$ cat src/rtl/map_beta_recursion_pkg.sv
// Shared trellis definition and helpers for the max-log-MAP beta recursion.
// Holds state count, FSM encoding, RSC (13,15) trellis functions, init and saturation helpers.
package map_pkg;

    localparam int NUM_STATES = 8;

    typedef enum logic [1:0] {
        S_IDLE = 2'd0,
        S_LOAD = 2'd1,
        S_RUN  = 2'd2
    } state_t;

    // State s = {d1,d2,d3}; feedback bit a enters at d1.
    function automatic logic [2:0] next_state(input logic [2:0] s, input logic u);
        logic a;
        a = u ^ s[1] ^ s[0];
        return {a, s[2], s[1]};
    endfunction

    function automatic logic parity(input logic [2:0] s, input logic u);
        logic a;
        a = u ^ s[1] ^ s[0];
        return a ^ s[2] ^ s[0];
    endfunction

    // Metric given to the unreachable states of a terminated trellis.
    function automatic int neg_init(input int mw);
        return -(1 << (mw - 2));
    endfunction

    // Clamp a normalised metric into [-2^(mw-1), 0].
    function automatic int sat(input int x, input int mw);
        int lo;
        lo = -(1 << (mw - 1));
        if (x < lo) return lo;
        if (x > 0) return 0;
        return x;
    endfunction

endpackage

$ cat src/rtl/map_beta_recursion_beta_acs.sv
// Add-compare-select for one trellis state of the backward recursion.
// Ports: beta_u0/1 successor metrics, g_u0/1 branch metrics, b = max of the two sums (MW+1 bits).
module beta_acs #(
    parameter int MW = 12,
    parameter int BW = 12
) (
    input  logic signed [MW-1:0] beta_u0,
    input  logic signed [MW-1:0] beta_u1,
    input  logic signed [BW-1:0] g_u0,
    input  logic signed [BW-1:0] g_u1,
    output logic signed [MW:0]   b
);

    logic signed [MW:0] c0;
    logic signed [MW:0] c1;

    // One extra bit so the sum of two full-range operands cannot wrap.
    assign c0 = $signed({beta_u0[MW-1], beta_u0})
              + $signed({{(MW+1-BW){g_u0[BW-1]}}, g_u0});
    assign c1 = $signed({beta_u1[MW-1], beta_u1})
              + $signed({{(MW+1-BW){g_u1[BW-1]}}, g_u1});

    assign b = (c1 > c0) ? c1 : c0;

endmodule

$ cat src/rtl/map_beta_recursion.sv
// Max-log-MAP backward (beta) recursion for the 8-state turbo constituent code.
// Ports: start/term_mode/en control, gamma valid/ready + g00..g11, beta_out/valid/idx, busy, done.
module map_beta_recursion
    import map_pkg::*;
#(
    parameter int MW = 12,
    parameter int BW = 12,
    parameter int K  = 40,
    parameter int KW = 6
) (
    input  logic                 clk,
    input  logic                 rst,
    input  logic                 start,
    input  logic                 en,
    input  logic                 term_mode,
    input  logic                 gamma_valid,
    output logic                 gamma_ready,
    input  logic signed [BW-1:0] g00,
    input  logic signed [BW-1:0] g01,
    input  logic signed [BW-1:0] g10,
    input  logic signed [BW-1:0] g11,
    output logic [8*MW-1:0]      beta_out,
    output logic                 beta_valid,
    output logic [KW-1:0]        beta_idx,
    output logic                 busy,
    output logic                 done
);

    localparam logic signed [MW-1:0] NEG  = MW'(neg_init(MW));
    localparam logic [KW-1:0]        LAST = KW'(K - 1);

    state_t                state;
    state_t                state_nx;
    logic                  term_q;
    logic                  accept;
    logic [KW-1:0]         cnt;
    logic signed [MW-1:0]  beta_q [NUM_STATES];
    logic signed [BW-1:0]  g_arr  [4];
    logic signed [MW:0]    b      [NUM_STATES];
    logic signed [MW:0]    t1     [4];
    logic signed [MW:0]    t2     [2];
    logic signed [MW:0]    m;
    logic signed [MW+1:0]  diff   [NUM_STATES];
    logic signed [MW-1:0]  norm   [NUM_STATES];

    function automatic logic signed [MW:0] smax(
        input logic signed [MW:0] x,
        input logic signed [MW:0] y
    );
        return (y > x) ? y : x;
    endfunction

    // Branch metrics indexed by {u,p}.
    assign g_arr[0] = g00;
    assign g_arr[1] = g01;
    assign g_arr[2] = g10;
    assign g_arr[3] = g11;

    assign accept = (state == S_RUN) && en && gamma_valid;

    for (genvar s = 0; s < NUM_STATES; s++) begin : g_acs
        localparam logic [2:0] N0 = next_state(3'(s), 1'b0);
        localparam logic [2:0] N1 = next_state(3'(s), 1'b1);
        localparam logic       P0 = parity(3'(s), 1'b0);
        localparam logic       P1 = parity(3'(s), 1'b1);

        beta_acs #(
            .MW(MW),
            .BW(BW)
        ) u_acs (
            .beta_u0(beta_q[N0]),
            .beta_u1(beta_q[N1]),
            .g_u0   (g_arr[{1'b0, P0}]),
            .g_u1   (g_arr[{1'b1, P1}]),
            .b      (b[s])
        );
    end

    // Balanced max tree over the eight ACS results.
    always_comb begin
        for (int i = 0; i < 4; i++) begin
            t1[i] = smax(b[2*i], b[2*i+1]);
        end
        t2[0] = smax(t1[0], t1[1]);
        t2[1] = smax(t1[2], t1[3]);
        m     = smax(t2[0], t2[1]);
    end

    // Subtract-max keeps the best state at 0; weak states clamp at the floor.
    always_comb begin
        for (int s = 0; s < NUM_STATES; s++) begin
            diff[s] = $signed({b[s][MW], b[s]}) - $signed({m[MW], m});
            norm[s] = MW'(sat(int'(diff[s]), MW));
        end
    end

    always_ff @(posedge clk or posedge rst) begin
        if (rst) state <= S_IDLE;
        else     state <= state_nx;
    end

    always_comb begin
        state_nx = state;
        if (en) begin
            unique case (state)
                S_IDLE:  if (start) state_nx = S_LOAD;
                S_LOAD:  state_nx = S_RUN;
                S_RUN:   if (gamma_valid && cnt == '0) state_nx = S_IDLE;
                default: state_nx = S_IDLE;
            endcase
        end
    end

    always_comb begin
        gamma_ready = (state == S_RUN) && en;
        busy        = (state != S_IDLE);
    end

    always_ff @(posedge clk or posedge rst) begin
        if (rst) begin
            term_q     <= 1'b0;
            cnt        <= '0;
            beta_out   <= '0;
            beta_valid <= 1'b0;
            beta_idx   <= '0;
            done       <= 1'b0;
            for (int s = 0; s < NUM_STATES; s++) beta_q[s] <= '0;
        end else if (en) begin
            unique case (state)
                S_LOAD: begin
                    beta_valid <= 1'b0;
                    done       <= 1'b0;
                    cnt        <= LAST;
                    for (int s = 0; s < NUM_STATES; s++) begin
                        beta_q[s] <= (term_q && s != 0) ? NEG : '0;
                    end
                end
                S_RUN: begin
                    beta_valid <= gamma_valid;
                    done       <= gamma_valid && (cnt == '0);
                    if (accept) begin
                        beta_idx <= cnt;
                        cnt      <= cnt - KW'(1);
                        for (int s = 0; s < NUM_STATES; s++) begin
                            beta_q[s]             <= norm[s];
                            beta_out[s*MW +: MW]  <= norm[s];
                        end
                    end
                end
                default: begin
                    beta_valid <= 1'b0;
                    done       <= 1'b0;
                    if (start) term_q <= term_mode;
                end
            endcase
        end
    end

endmodule

$ cat config.mk
export PLATFORM = sky130hd
export DESIGN_NAME = map_beta_recursion
export DESIGN_NICKNAME = d
export VERILOG_FILES = /design/src/rtl/map_beta_recursion_pkg.sv /design/src/rtl/map_beta_recursion_beta_acs.sv /design/src/rtl/map_beta_recursion.sv
export SDC_FILE = /design/constraint.sdc
export NUM_CORES = 1
export LEC_CHECK = 0
export BUFFER_PORTS_ARGS = -buffer_cell sky130_fd_sc_hd__buf_2
export CORE_ASPECT_RATIO = 1.1
export CORE_MARGIN = 5
export CORE_UTILIZATION = 45
export CTS_CLUSTER_SIZE = 8
export DETAILED_ROUTE_END_ITERATION = 8
export PLACE_DENSITY = 0.59
export SETUP_SLACK_MARGIN = 0.3
export SLEW_MARGIN = 5
export SYNTH_ARGS = -nofsm -noshare
export SYNTH_HDL_FRONTEND = slang
export SYNTH_HIERARCHICAL = 1
export SYNTH_SLANG_ARGS = --single-unit
export TNS_END_PERCENT = 50
$ cat constraint.sdc
create_clock -name clk -period 32.9 [get_ports clk]
set_input_delay 0 -clock clk [delete_from_list [all_inputs] [get_ports clk]]
set_output_delay 0 -clock clk [all_outputs]
set_load 0.1 [all_outputs]
==> results.sh <==
export IMPL_status="complete, no violations"
export IMPL_via_count=29300
export IMPL_slew_headroom=0.204
export IMPL_die_h_um=282
export IMPL_synth_seq_cells=209
export IMPL_cpMaxStageDelayCell="o21ai_1"
export IMPL_worstReg2RegStart="beta_q[72]"
export IMPL_cts_tree="yes"
export IMPL_cp_slowest_stage_delay_ps=950
export IMPL_synth_area_per_cell_sq_um=7.96
export IMPL_ys_types=102
export IMPL_grt_pass1_vias=27400
export IMPL_area_growth_pct=7.96
export IMPL_synth_ff_type="dfrtp_1"
export IMPL_setup_viol=0
export IMPL_post_cts_setup_buffers=0
export IMPL_fmax_ghz=0.0624
export IMPL_grt_pass1_wl_um=166000
export IMPL_cts_buffer_depth=3
export IMPL_fin_crit_sh=0.487
export IMPL_netlist_instances=3798
export IMPL_cts_buffers=31
export IMPL_ff2ff_path_depth=51
export IMPL_final_hold_viol_count=0
export IMPL_synth_top_area_frac=0.179
export IMPL_syn_area_sq_mm=0.0302
export IMPL_cp_arrival_ps=16560
export IMPL_ioPinCount=160
export IMPL_startpoint="beta_q[72]"
export IMPL_initial_core_util=0.455
export IMPL_clk_latency_ps=610
export IMPL_htreeDepth=1
export IMPL_cts_hold_buf=6
export IMPL_avgViaCountPerCell=6.14
export IMPL_grt_overflow_total=0
export IMPL_dpl_hpwl_um=89800
export IMPL_crit_end="beta_q[78]"
export IMPL_reg2reg_setup_slack_ps=16860
export IMPL_rsz0062_at_grt="false"
export IMPL_worst_setup_path_type="register to register"
export IMPL_synth_edff_count=0
export IMPL_yosys_warnings=6
export IMPL_clock_skew_ps=35.7
export IMPL_antenna_cells=0
export IMPL_wl_per_cell_um=23.4
export IMPL_io_buffers=159
export IMPL_clk_pin_slew_worst_paths_ps=60
export IMPL_place_congestion=1.01
export IMPL_cp_end_kind="register"
export IMPL_finalWirelength_um=112000
export IMPL_grt_util_all_layers=0.294
export IMPL_ys_seq_area_frac=0.173
export IMPL_setup_tns_final_ps=0
export IMPL_critPathMaxFanout=23
export IMPL_slew_viol_final=0
export IMPL_synth_area_leader_cell="ha_1"
export IMPL_hold_path_class="input port to register"
export IMPL_synth_area_leaders="ha_1 (18%), dfrtp_1 (17%), xnor2_1 (5.3%)"
export IMPL_rows=99
export IMPL_die_width_um=257
export IMPL_critPathLaunchType="register"
export IMPL_grt_max_degree=111
export IMPL_post_route_cells_drive_above_1_share=0.0926
export IMPL_cts_repair_resize_count=0
export IMPL_async_reset_ff_frac=1.00
export IMPL_reg2reg_to="beta_q[78]"
export IMPL_tightest_slew_ps=1190
export IMPL_grt_antenna_before_repair=2
export IMPL_drv_cap=0
export IMPL_num_fill_cells=6607
export IMPL_required_ps=33420
export IMPL_min_period_ps=16040
export IMPL_cts_sinks=209
export IMPL_dieArea_sq_mm=0.0725
export IMPL_drtIter0Drc=2481
export IMPL_synth_fp_nets=4301
export IMPL_core_area_sq_mm=0.0665
export IMPL_cpMostUsedCell="ha_1"
export IMPL_cts_root_buf="clkbuf_16"
export IMPL_ant_nets=0
export IMPL_drtPass1Iterations=5
export IMPL_fin_nets=4408
export IMPL_drc=0
-- cells in the final DEF (no fill, tap or decap), types with 51 or more instances in the layout --
cell type,instances
a21oi_1,261
nor2_1,279
a21o_1,104
nand2_1,364
mux2i_1,98
inv_1,317
buf_2,159
xnor2_1,182
ha_1,433
xor2_1,70
nand4_1,51
nand3_1,106
dfrtp_1,209
o21ai_0,222
nor3_1,58
o21a_1,73
-- stage by stage --
stage          std cells  setup slack (ps)  utilization  cell area (sq um)  hold slack, ps
4_1_cts             4768             17070        0.491              32600            22.3
6_report            4768             16860        0.491              32600            25.3
3_3_place_gp        4724             17280        0.478              31800             198
3_5_place_dp        4724             17140        0.478              31800             199
5_1_grt             4768             15890        0.491              32600            43.8
2_1_floorplan       3798             20000            -              30200             109
-- flip-flops by register name, indices dropped and copies added, names as in the netlist --
signal	flops
cnt	6
beta_q	96
term_q	1
done	1
beta_idx	6
state	2
beta_valid	1
beta_out	96
-- critical path: cells and delay by family (launching register included) --
| kind | cells | cell delay (ps) |
|---|---|---|
| buffers and inverters | 6 | 430 |
| AO/OA/AOI/OAI | 19 | 6470 |
| adder cells (fa/ha/maj) | 8 | 2640 |
| flip-flops | 1 | 390 |
| multiplexers | 5 | 1900 |
| AND/OR/NAND/NOR | 13 | 4100 |
-- cells in the mapped netlist (47+ instances only) --
library cell	instances
mux2i_1	99
inv_1	318
nor2_1	282
nor2b_1	48
ha_1	433
a21oi_1	262
nand3_1	106
dfrtp_1	209
nor3_1	58
xor2_1	70
o21ai_0	224
a31oi_1	47
a21o_1	104
clkbuf_1	78
xnor2_1	182
o21a_1	73
nand4_1	51
nand2_1	365
-- per-layer routing --
layer	vias up	global-route usage	wire length, um
met4	2	0.128	5870
met1	14000	0.388	48800
met3	216	0.0393	6870
li1	14100	-	-
met5	-	0	13
met2	955	0.483	49900
-- worst min-delay path by stage --
| stage | startpoint | to | slack (ps) | cells past startpoint |
|---|---|---|---|---|
| after floorplan | en | beta_valid | 110 | 1 |
| after global placement | rst | beta_out[21] | 200 | 2 |
| final | gamma_valid | cnt[0] | 30 | 3 |
| after global routing | gamma_valid | beta_idx[4] | 40 | 4 |
| after CTS | gamma_valid | cnt[0] | 20 | 3 |
| after detailed placement | rst | beta_out[21] | 200 | 2 |
-- layout make-up --
class | instances | area (sq um) | area share
Inverter | 319 | 1200 | 0.0369
Sequential cell | 209 | 5230 | 0.160
Tap cell | 858 | 1070 | 0.0329
Timing Repair Buffer | 189 | 1040 | 0.0317
Clock buffer | 35 | 801 | 0.0245
Clock inverter | 3 | 23.8 | 0.000728
Multi-Input combinational cell | 3155 | 23300 | 0.713
-- cells by family after synthesis --
family,count (synthesis),share of synthesized area
AOI/OAI and AO/OA,1114,0.252
xor gates and xnor gates,252,0.0730
adders and majority gates,481,0.200
buffers and inverters,434,0.0590
DFF,209,0.173
muxes,158,0.0577
and+or+nand+nor,1150,0.185
Power is not shown: default switching activity piles up to over one toggle a cycle in this logic, so the estimate is an artifact.
